[src/rtl/data_mem_access_unit.sv]
// data_mem_access_unit
// Memory-stage responder that sits between EX/MEM and MEM/WB. It decodes
// READ_WRITE, runs a word-wide handshake with the backing data memory, steers
// store lanes, extracts and extends load data, and stalls the pipeline via
// BUSYWAIT while an access is outstanding.
//
// Optional feature macro: DMEM_MISALIGN_TRAP_EN
//   defined   : misaligned LH/LHU/SH/LW/SW skip memory, go IDLE->DONE and
//               pulse MISALIGNED with READ_DATA cleared.
//   undefined : misaligned low address bits are forced to natural alignment
//               and MISALIGNED is tied low.
//
// Handshake: the memory sees a request while MEM_READ or MEM_WRITE is high;
// address, data and byte enables are held stable for that whole time, and the
// access completes on the first rising edge in ACCESS where MEM_READY is high.
// The pipeline side is frozen while BUSYWAIT is high and captures the next
// request on the DONE->IDLE edge.
module data_mem_access_unit #(
    parameter int TIMEOUT_CYCLES = 255
) (
    input  logic        CLK,
    input  logic        RESET,
    input  logic [3:0]  READ_WRITE,
    input  logic [31:0] ADDRESS,
    input  logic [31:0] WRITE_DATA,
    output logic [31:0] READ_DATA,
    output logic        BUSYWAIT,
    output logic        MISALIGNED,
    output logic        BUS_ERROR,
    output logic        MEM_READ,
    output logic        MEM_WRITE,
    output logic [29:0] MEM_ADDRESS,
    output logic [31:0] MEM_WRITEDATA,
    output logic [3:0]  MEM_BYTEEN,
    input  logic [31:0] MEM_READDATA,
    input  logic        MEM_READY,
    output logic [1:0]  fsm_state
);

    typedef enum logic [1:0] {
        IDLE   = 2'd0,
        ACCESS = 2'd1,
        DONE   = 2'd2
    } state_t;

    localparam logic [1:0]  SZ_BYTE      = 2'd0;
    localparam logic [1:0]  SZ_HALF      = 2'd1;
    localparam logic [1:0]  SZ_WORD      = 2'd2;
    // Abort on the edge that ends the TIMEOUT_CYCLES-th wait cycle.
    localparam logic [15:0] TIMEOUT_LAST = 16'(TIMEOUT_CYCLES - 1);

    state_t      state;
    state_t      state_next;

    logic        req_valid;
    logic        req_load;
    logic        req_signed;
    logic        req_trap;
    logic [1:0]  req_size;
    logic [1:0]  req_off;
    logic [3:0]  req_be;
    logic [31:0] req_wdata;

    logic        op_load;
    logic        op_signed;
    logic [1:0]  op_size;
    logic [1:0]  op_off;

    logic [15:0] wait_cnt;
    logic        timeout_hit;
    logic [7:0]  byte_sel;
    logic [15:0] half_sel;
    logic [31:0] load_value;

    // Decode the request code into access kind, size and signedness.
    always_comb begin
        req_valid  = 1'b0;
        req_load   = 1'b0;
        req_signed = 1'b0;
        req_size   = SZ_WORD;
        case (READ_WRITE)
            4'b1000: begin req_valid = 1'b1; req_load = 1'b1; req_signed = 1'b1; req_size = SZ_BYTE; end
            4'b1001: begin req_valid = 1'b1; req_load = 1'b1; req_signed = 1'b1; req_size = SZ_HALF; end
            4'b1010: begin req_valid = 1'b1; req_load = 1'b1; req_size = SZ_WORD; end
            4'b1100: begin req_valid = 1'b1; req_load = 1'b1; req_size = SZ_BYTE; end
            4'b1101: begin req_valid = 1'b1; req_load = 1'b1; req_size = SZ_HALF; end
            4'b0001: begin req_valid = 1'b1; req_size = SZ_BYTE; end
            4'b0010: begin req_valid = 1'b1; req_size = SZ_HALF; end
            4'b0011: begin req_valid = 1'b1; req_size = SZ_WORD; end
            default: ;
        endcase
    end

    // Naturally aligned lane offset, store byte enables and replicated store data.
    always_comb begin
        req_off   = 2'b00;
        req_be    = 4'b1111;
        req_wdata = WRITE_DATA;
        case (req_size)
            SZ_BYTE: begin
                req_off   = ADDRESS[1:0];
                req_wdata = {4{WRITE_DATA[7:0]}};
                if (!req_load) req_be = 4'b0001 << ADDRESS[1:0];
            end
            SZ_HALF: begin
                req_off   = {ADDRESS[1], 1'b0};
                req_wdata = {2{WRITE_DATA[15:0]}};
                if (!req_load) req_be = ADDRESS[1] ? 4'b1100 : 4'b0011;
            end
            default: ;
        endcase
    end

`ifdef DMEM_MISALIGN_TRAP_EN
    // Flag halfword/word requests whose low address bits break natural alignment.
    always_comb begin
        req_trap = 1'b0;
        if (req_valid) begin
            if (req_size == SZ_HALF)      req_trap = ADDRESS[0];
            else if (req_size == SZ_WORD) req_trap = (ADDRESS[1:0] != 2'b00);
        end
    end
`else
    assign req_trap = 1'b0;
`endif

    // Extract the addressed lane from the returned word and extend it.
    always_comb begin
        byte_sel   = MEM_READDATA[{op_off, 3'b000} +: 8];
        half_sel   = op_off[1] ? MEM_READDATA[31:16] : MEM_READDATA[15:0];
        load_value = MEM_READDATA;
        case (op_size)
            SZ_BYTE: load_value = {{24{op_signed & byte_sel[7]}}, byte_sel};
            SZ_HALF: load_value = {{16{op_signed & half_sel[15]}}, half_sel};
            default: ;
        endcase
    end

    assign timeout_hit = (wait_cnt == TIMEOUT_LAST);

    // State register.
    always_ff @(posedge CLK or negedge RESET) begin
        if (!RESET) state <= IDLE;
        else        state <= state_next;
    end

    // Next-state logic; MEM_READY has priority over the timeout.
    always_comb begin
        state_next = state;
        case (state)
            IDLE:    if (req_valid) state_next = req_trap ? DONE : ACCESS;
            ACCESS:  if (MEM_READY || timeout_hit) state_next = DONE;
            DONE:    state_next = IDLE;
            default: state_next = IDLE;
        endcase
    end

    // Memory-side registers, wait counter and load result.
    always_ff @(posedge CLK or negedge RESET) begin
        if (!RESET) begin
            MEM_READ      <= 1'b0;
            MEM_WRITE     <= 1'b0;
            MEM_ADDRESS   <= '0;
            MEM_WRITEDATA <= '0;
            MEM_BYTEEN    <= 4'b0000;
            READ_DATA     <= '0;
            BUS_ERROR     <= 1'b0;
            wait_cnt      <= '0;
            op_load       <= 1'b0;
            op_signed     <= 1'b0;
            op_size       <= SZ_WORD;
            op_off        <= 2'b00;
        end else begin
            BUS_ERROR <= 1'b0;
            case (state)
                IDLE: begin
                    if (req_valid && !req_trap) begin
                        MEM_READ      <= req_load;
                        MEM_WRITE     <= !req_load;
                        MEM_ADDRESS   <= ADDRESS[31:2];
                        MEM_WRITEDATA <= req_wdata;
                        MEM_BYTEEN    <= req_be;
                        wait_cnt      <= '0;
                        op_load       <= req_load;
                        op_signed     <= req_signed;
                        op_size       <= req_size;
                        op_off        <= req_off;
                    end else if (req_valid && req_trap) begin
                        READ_DATA <= '0;
                    end
                end
                ACCESS: begin
                    if (MEM_READY) begin
                        MEM_READ  <= 1'b0;
                        MEM_WRITE <= 1'b0;
                        if (op_load) READ_DATA <= load_value;
                    end else if (timeout_hit) begin
                        MEM_READ  <= 1'b0;
                        MEM_WRITE <= 1'b0;
                        READ_DATA <= '0;
                        BUS_ERROR <= 1'b1;
                    end else begin
                        wait_cnt <= wait_cnt + 16'd1;
                    end
                end
                default: ;
            endcase
        end
    end

`ifdef DMEM_MISALIGN_TRAP_EN
    // One-cycle misalignment pulse, visible during the DONE cycle.
    always_ff @(posedge CLK or negedge RESET) begin
        if (!RESET) MISALIGNED <= 1'b0;
        else        MISALIGNED <= (state == IDLE) && req_valid && req_trap;
    end
`else
    assign MISALIGNED = 1'b0;
`endif

    // Stall while a request is pending (except in DONE) or memory is busy.
    assign BUSYWAIT  = RESET && ((req_valid && (state != DONE)) || (state == ACCESS));
    assign fsm_state = state;

endmodule

[config.mk]
export PLATFORM = sky130hd
export DESIGN_NAME = data_mem_access_unit
export DESIGN_NICKNAME = d
export VERILOG_FILES = /design/src/rtl/data_mem_access_unit.sv
export SDC_FILE = /design/constraint.sdc
export NUM_CORES = 1
export LEC_CHECK = 0
export ABC_AREA = 1
export ABC_CLOCK_PERIOD_IN_PS = 3370
export CAP_MARGIN = 20
export CORE_MARGIN = 5
export CORE_UTILIZATION = 31
export DETAILED_ROUTE_END_ITERATION = 8
export PLACE_DENSITY_LB_ADDON = 0.12
export SYNTH_ARGS = -nofsm -noshare
export SYNTH_HDL_FRONTEND = slang
export SYNTH_SLANG_ARGS = --single-unit
[constraint.sdc]
create_clock -name CLK -period 3.37 [get_ports CLK]
set_clock_uncertainty 0.1 [all_clocks]
set_input_delay 0.674 -clock CLK [delete_from_list [all_inputs] [get_ports CLK]]
set_output_delay 0.674 -clock CLK [all_outputs]
set_load 0.005 [all_outputs]
==> impl_metrics.ini <==
[clock_tree]
cts_resized = 0
cts_setup_buffers = 0
clock-sinks = 125
cts_inserted_buffers = 17
clk_transition_reported_paths_ps = 60
holdBufCountCts = 0
cts_buffer_depth = 2
htreeDepth = 4
cts-root-buf = clkbuf_16
cts_tree = yes
clk_latency_ps = 410

[setup_path]
crit_chain = clkdlybuf4s50_1 -> inv_1 -> nand2_1 -> nand3_1 -> nand2_1 -> inv_1 -> nand2_1 -> o211ai_1 -> inv_1 -> clkdlybuf4s50_1
crit_fanout = 5
cp.arrival_ps = 2260
cp-start-kind = input port
crit_family = buffers and inverters
critPathMaxStageDelay_ps = 540
cp.required_ps = 2600
worstSetupPathType = input port to output port
cp-end-kind = output port
critPathSlowestCell = clkdlybuf4s50_1
crit_buf_inv = 5

[timing]
setup_viol = 0
postLayoutSetupSlackWorst_ps = 332
worst_hold_slack_ps = 290
grt_setup_unrepaired = false
setup_tns_ps = 0
layout_worst_path_cycle_share_pct = 90.2
slew_violations = 0
max_freq_ghz = 0.329
post-route-min-period_ps = 3040
report.final.hold_viol_count = 0
worst_pin_slew_ps = 973
slew_headroom_pct = 34.9

[layout]
diodes = 0
multiInputGateArea_sq_um = 2880
final_cell_mix = nand2_1, clkdlybuf4s50_1, dfrtp_1
regArea_sq_um = 3130
areaGrowthSynthToFinish_pct = 45.0
final_common_cell = nand2_1
nNetsFinal = 1191
layout-drive-gt1-share_pct = 5.46
n_fill_cell = 2101
final_cells = 1369
final_util_pct = 45.7

[placed_design]
place_ws_ps = 315
portBuffers = 206
place_inst = 1337
dp_hpwl_um = 14400
gp_congestion = 0.839

[die]
num_io_pins = 208
fp.dieArea_sq_um = 23600
die_y_um = 154
core_sq_um = 20300
row_count = 52
initial_utilization_pct = 31.5
chipWidth_um = 154

[global_route]
antenna_found_initial = 1
grt_pass1_wl_um = 33100
grt-ovfl-total = 0
grt_pass1_vias = 6126
grt_max_degree = 70
grt_usage_pct = 17.3

[route]
wire_per_inst_um = 14.8
drc_errors = 0
first_pass_iters = 4
drt_iter0_markers = 278
final_antenna_net_count = 0
via_per_inst = 4.44
wl_um = 20200
vias = 6074

[synthesis]
synth_top_family_by_area = simple AND/OR/NAND/NOR gates
synthesis.area_per_instance_sq_um = 7.18
netlist_area_sq_um = 6400
syn_nets = 996
synth-seq-area-share_pct = 48.9
synth_xor_xnor_area_share_pct = 0.958
synth_compound_area_share_pct = 4.42
synthSimpleGateAreaFrac_pct = 39.1
ys_ff_latch = 125
synthCells = 891
yosys_warnings = 0
synthAdderAreaFrac_pct = 0.391
yosysUniqueCellTypes = 32
synth.area.mux_share_pct = 0

[pwr]
p_seq_share_pct = 33.3
switching_share_pct = 35.3
clock_power_share_pct = 27.2
comb_power_share_pct = 39.5
p_per_area_nw_per_um2 = 794
irDropWorstVdd_mv = 0.409
switching_power_w = 0.00260
p_int_w = 0.00477
leakagePower_nw = 4.58

[min_path]
hp-class = input port to async pin

[flow_run]
maxCapViolCount = 0

[status]
outcome = finished, final reports clean
## power groups by stage
stage               registers, W  clock network (W)  logic (W)
CTS                      0.00246            0.00206    0.00300
detailed placement       0.00246                  0    0.00299
global route             0.00254            0.00212    0.00327
global placement         0.00247                  0    0.00298
finish                   0.00245            0.00200    0.00292
floorplan                0.00242                  0    0.00142
## flip-flops by register name, summed over array words and instances, names as in the netlist
name and cells:
MEM_WRITEDATA 32, READ_DATA 32, MEM_ADDRESS 30, wait_cnt 16
MEM_BYTEEN 4, fsm_state 2, op_off 2, op_size 2
BUS_ERROR 1, MEM_READ 1, MEM_WRITE 1, op_load 1
op_signed 1
## cell usage after synthesis
master / instances / area [sq um]
a21oi_1: 20 / 100
nor2_4: 2 / 22.5
buf_1: 1 / 3.75
buf_8: 1 / 15.0
nand3_4: 2 / 35.0
o21bai_1: 4 / 30.0
nor2_1: 83 / 312
ha_1: 2 / 25.0
buf_2: 15 / 75.1
nor2_2: 2 / 12.5
clkinv_1: 1 / 3.75
inv_2: 5 / 18.8
nand3_2: 1 / 10.0
o21ai_0: 20 / 100
o211ai_1: 2 / 15.0
nand2_2: 5 / 31.3
nand3_1: 48 / 240
clkinv_4: 1 / 8.76
buf_4: 5 / 37.5
clkbuf_1: 8 / 30.0
dfstp_2: 1 / 26.3
xor2_1: 7 / 61.3
nor3_1: 2 / 10.0
nand4_1: 4 / 25.0
o31ai_1: 1 / 7.51
buf_6: 6 / 67.6
o21ai_1: 6 / 30.0
conb_1: 1 / 3.75
nand2_4: 3 / 33.8
nand2_1: 472 / 1770
dfrtp_1: 124 / 3100
inv_1: 36 / 135
## layout make-up
| cell class | count | area share (%) |
|---|---|---|
| inverters | 43 | 1.79 |
| repair buffers | 212 | 23.0 |
| clock buffers | 18 | 4.62 |
| clock inverters | 14 | 2.24 |
| multi-input cells | 687 | 31.0 |
| well taps | 270 | 3.64 |
| flip-flops and latches | 125 | 33.7 |
## routing by layer
metal / GRT usage, % / vias to the layer above / wire, um
met5: 0 / - / 11
met4: 4.58 / 2 / 274
met3: 7.42 / 19 / 1890
met2: 27.3 / 170 / 9310
met1: 21.9 / 2748 / 8730
li1: - / 3135 / -
## logic make-up (layout without fill, tap and decap cells)
logic type                 Yosys count  in the layout
AOI/OAI and AO/OA                   53             53
xor gates and xnor gates             7              7
adders and majority gates            2              2
buffers and inverters               79            287
DFF                                125            125
other                                1              1
and+or+nand+nor                    624            624
## through the flow
| step | power [W] | cell area (sq um) |
|---|---|---|
| 6_report | 0.00737 | 9280 |
| 5_1_grt | 0.00794 | 9280 |
| 4_1_cts | 0.00751 | 9280 |
| 3_5_place_dp | 0.00545 | 8640 |
| 3_3_place_gp | 0.00545 | 8640 |
| 2_1_floorplan | 0.00384 | 6400 |
## path summary, 6_finish.rpt
path	to	slack (ps)	start	cells after the start
worst min register to register	READ_DATA[5]	370	READ_DATA[5]	2
worst min-delay path	wait_cnt[10]	290	RESET	2
worst max register to register	READ_DATA[7]	1010	fsm_state[1]	7
worst max-delay path	BUSYWAIT	330	READ_WRITE[0]	10
min in group CLK	READ_DATA[5]	370	READ_DATA[5]	2
max in group asynchronous	MEM_ADDRESS[2]	2180	RESET	2
Power figures use the tool's default switching activity.
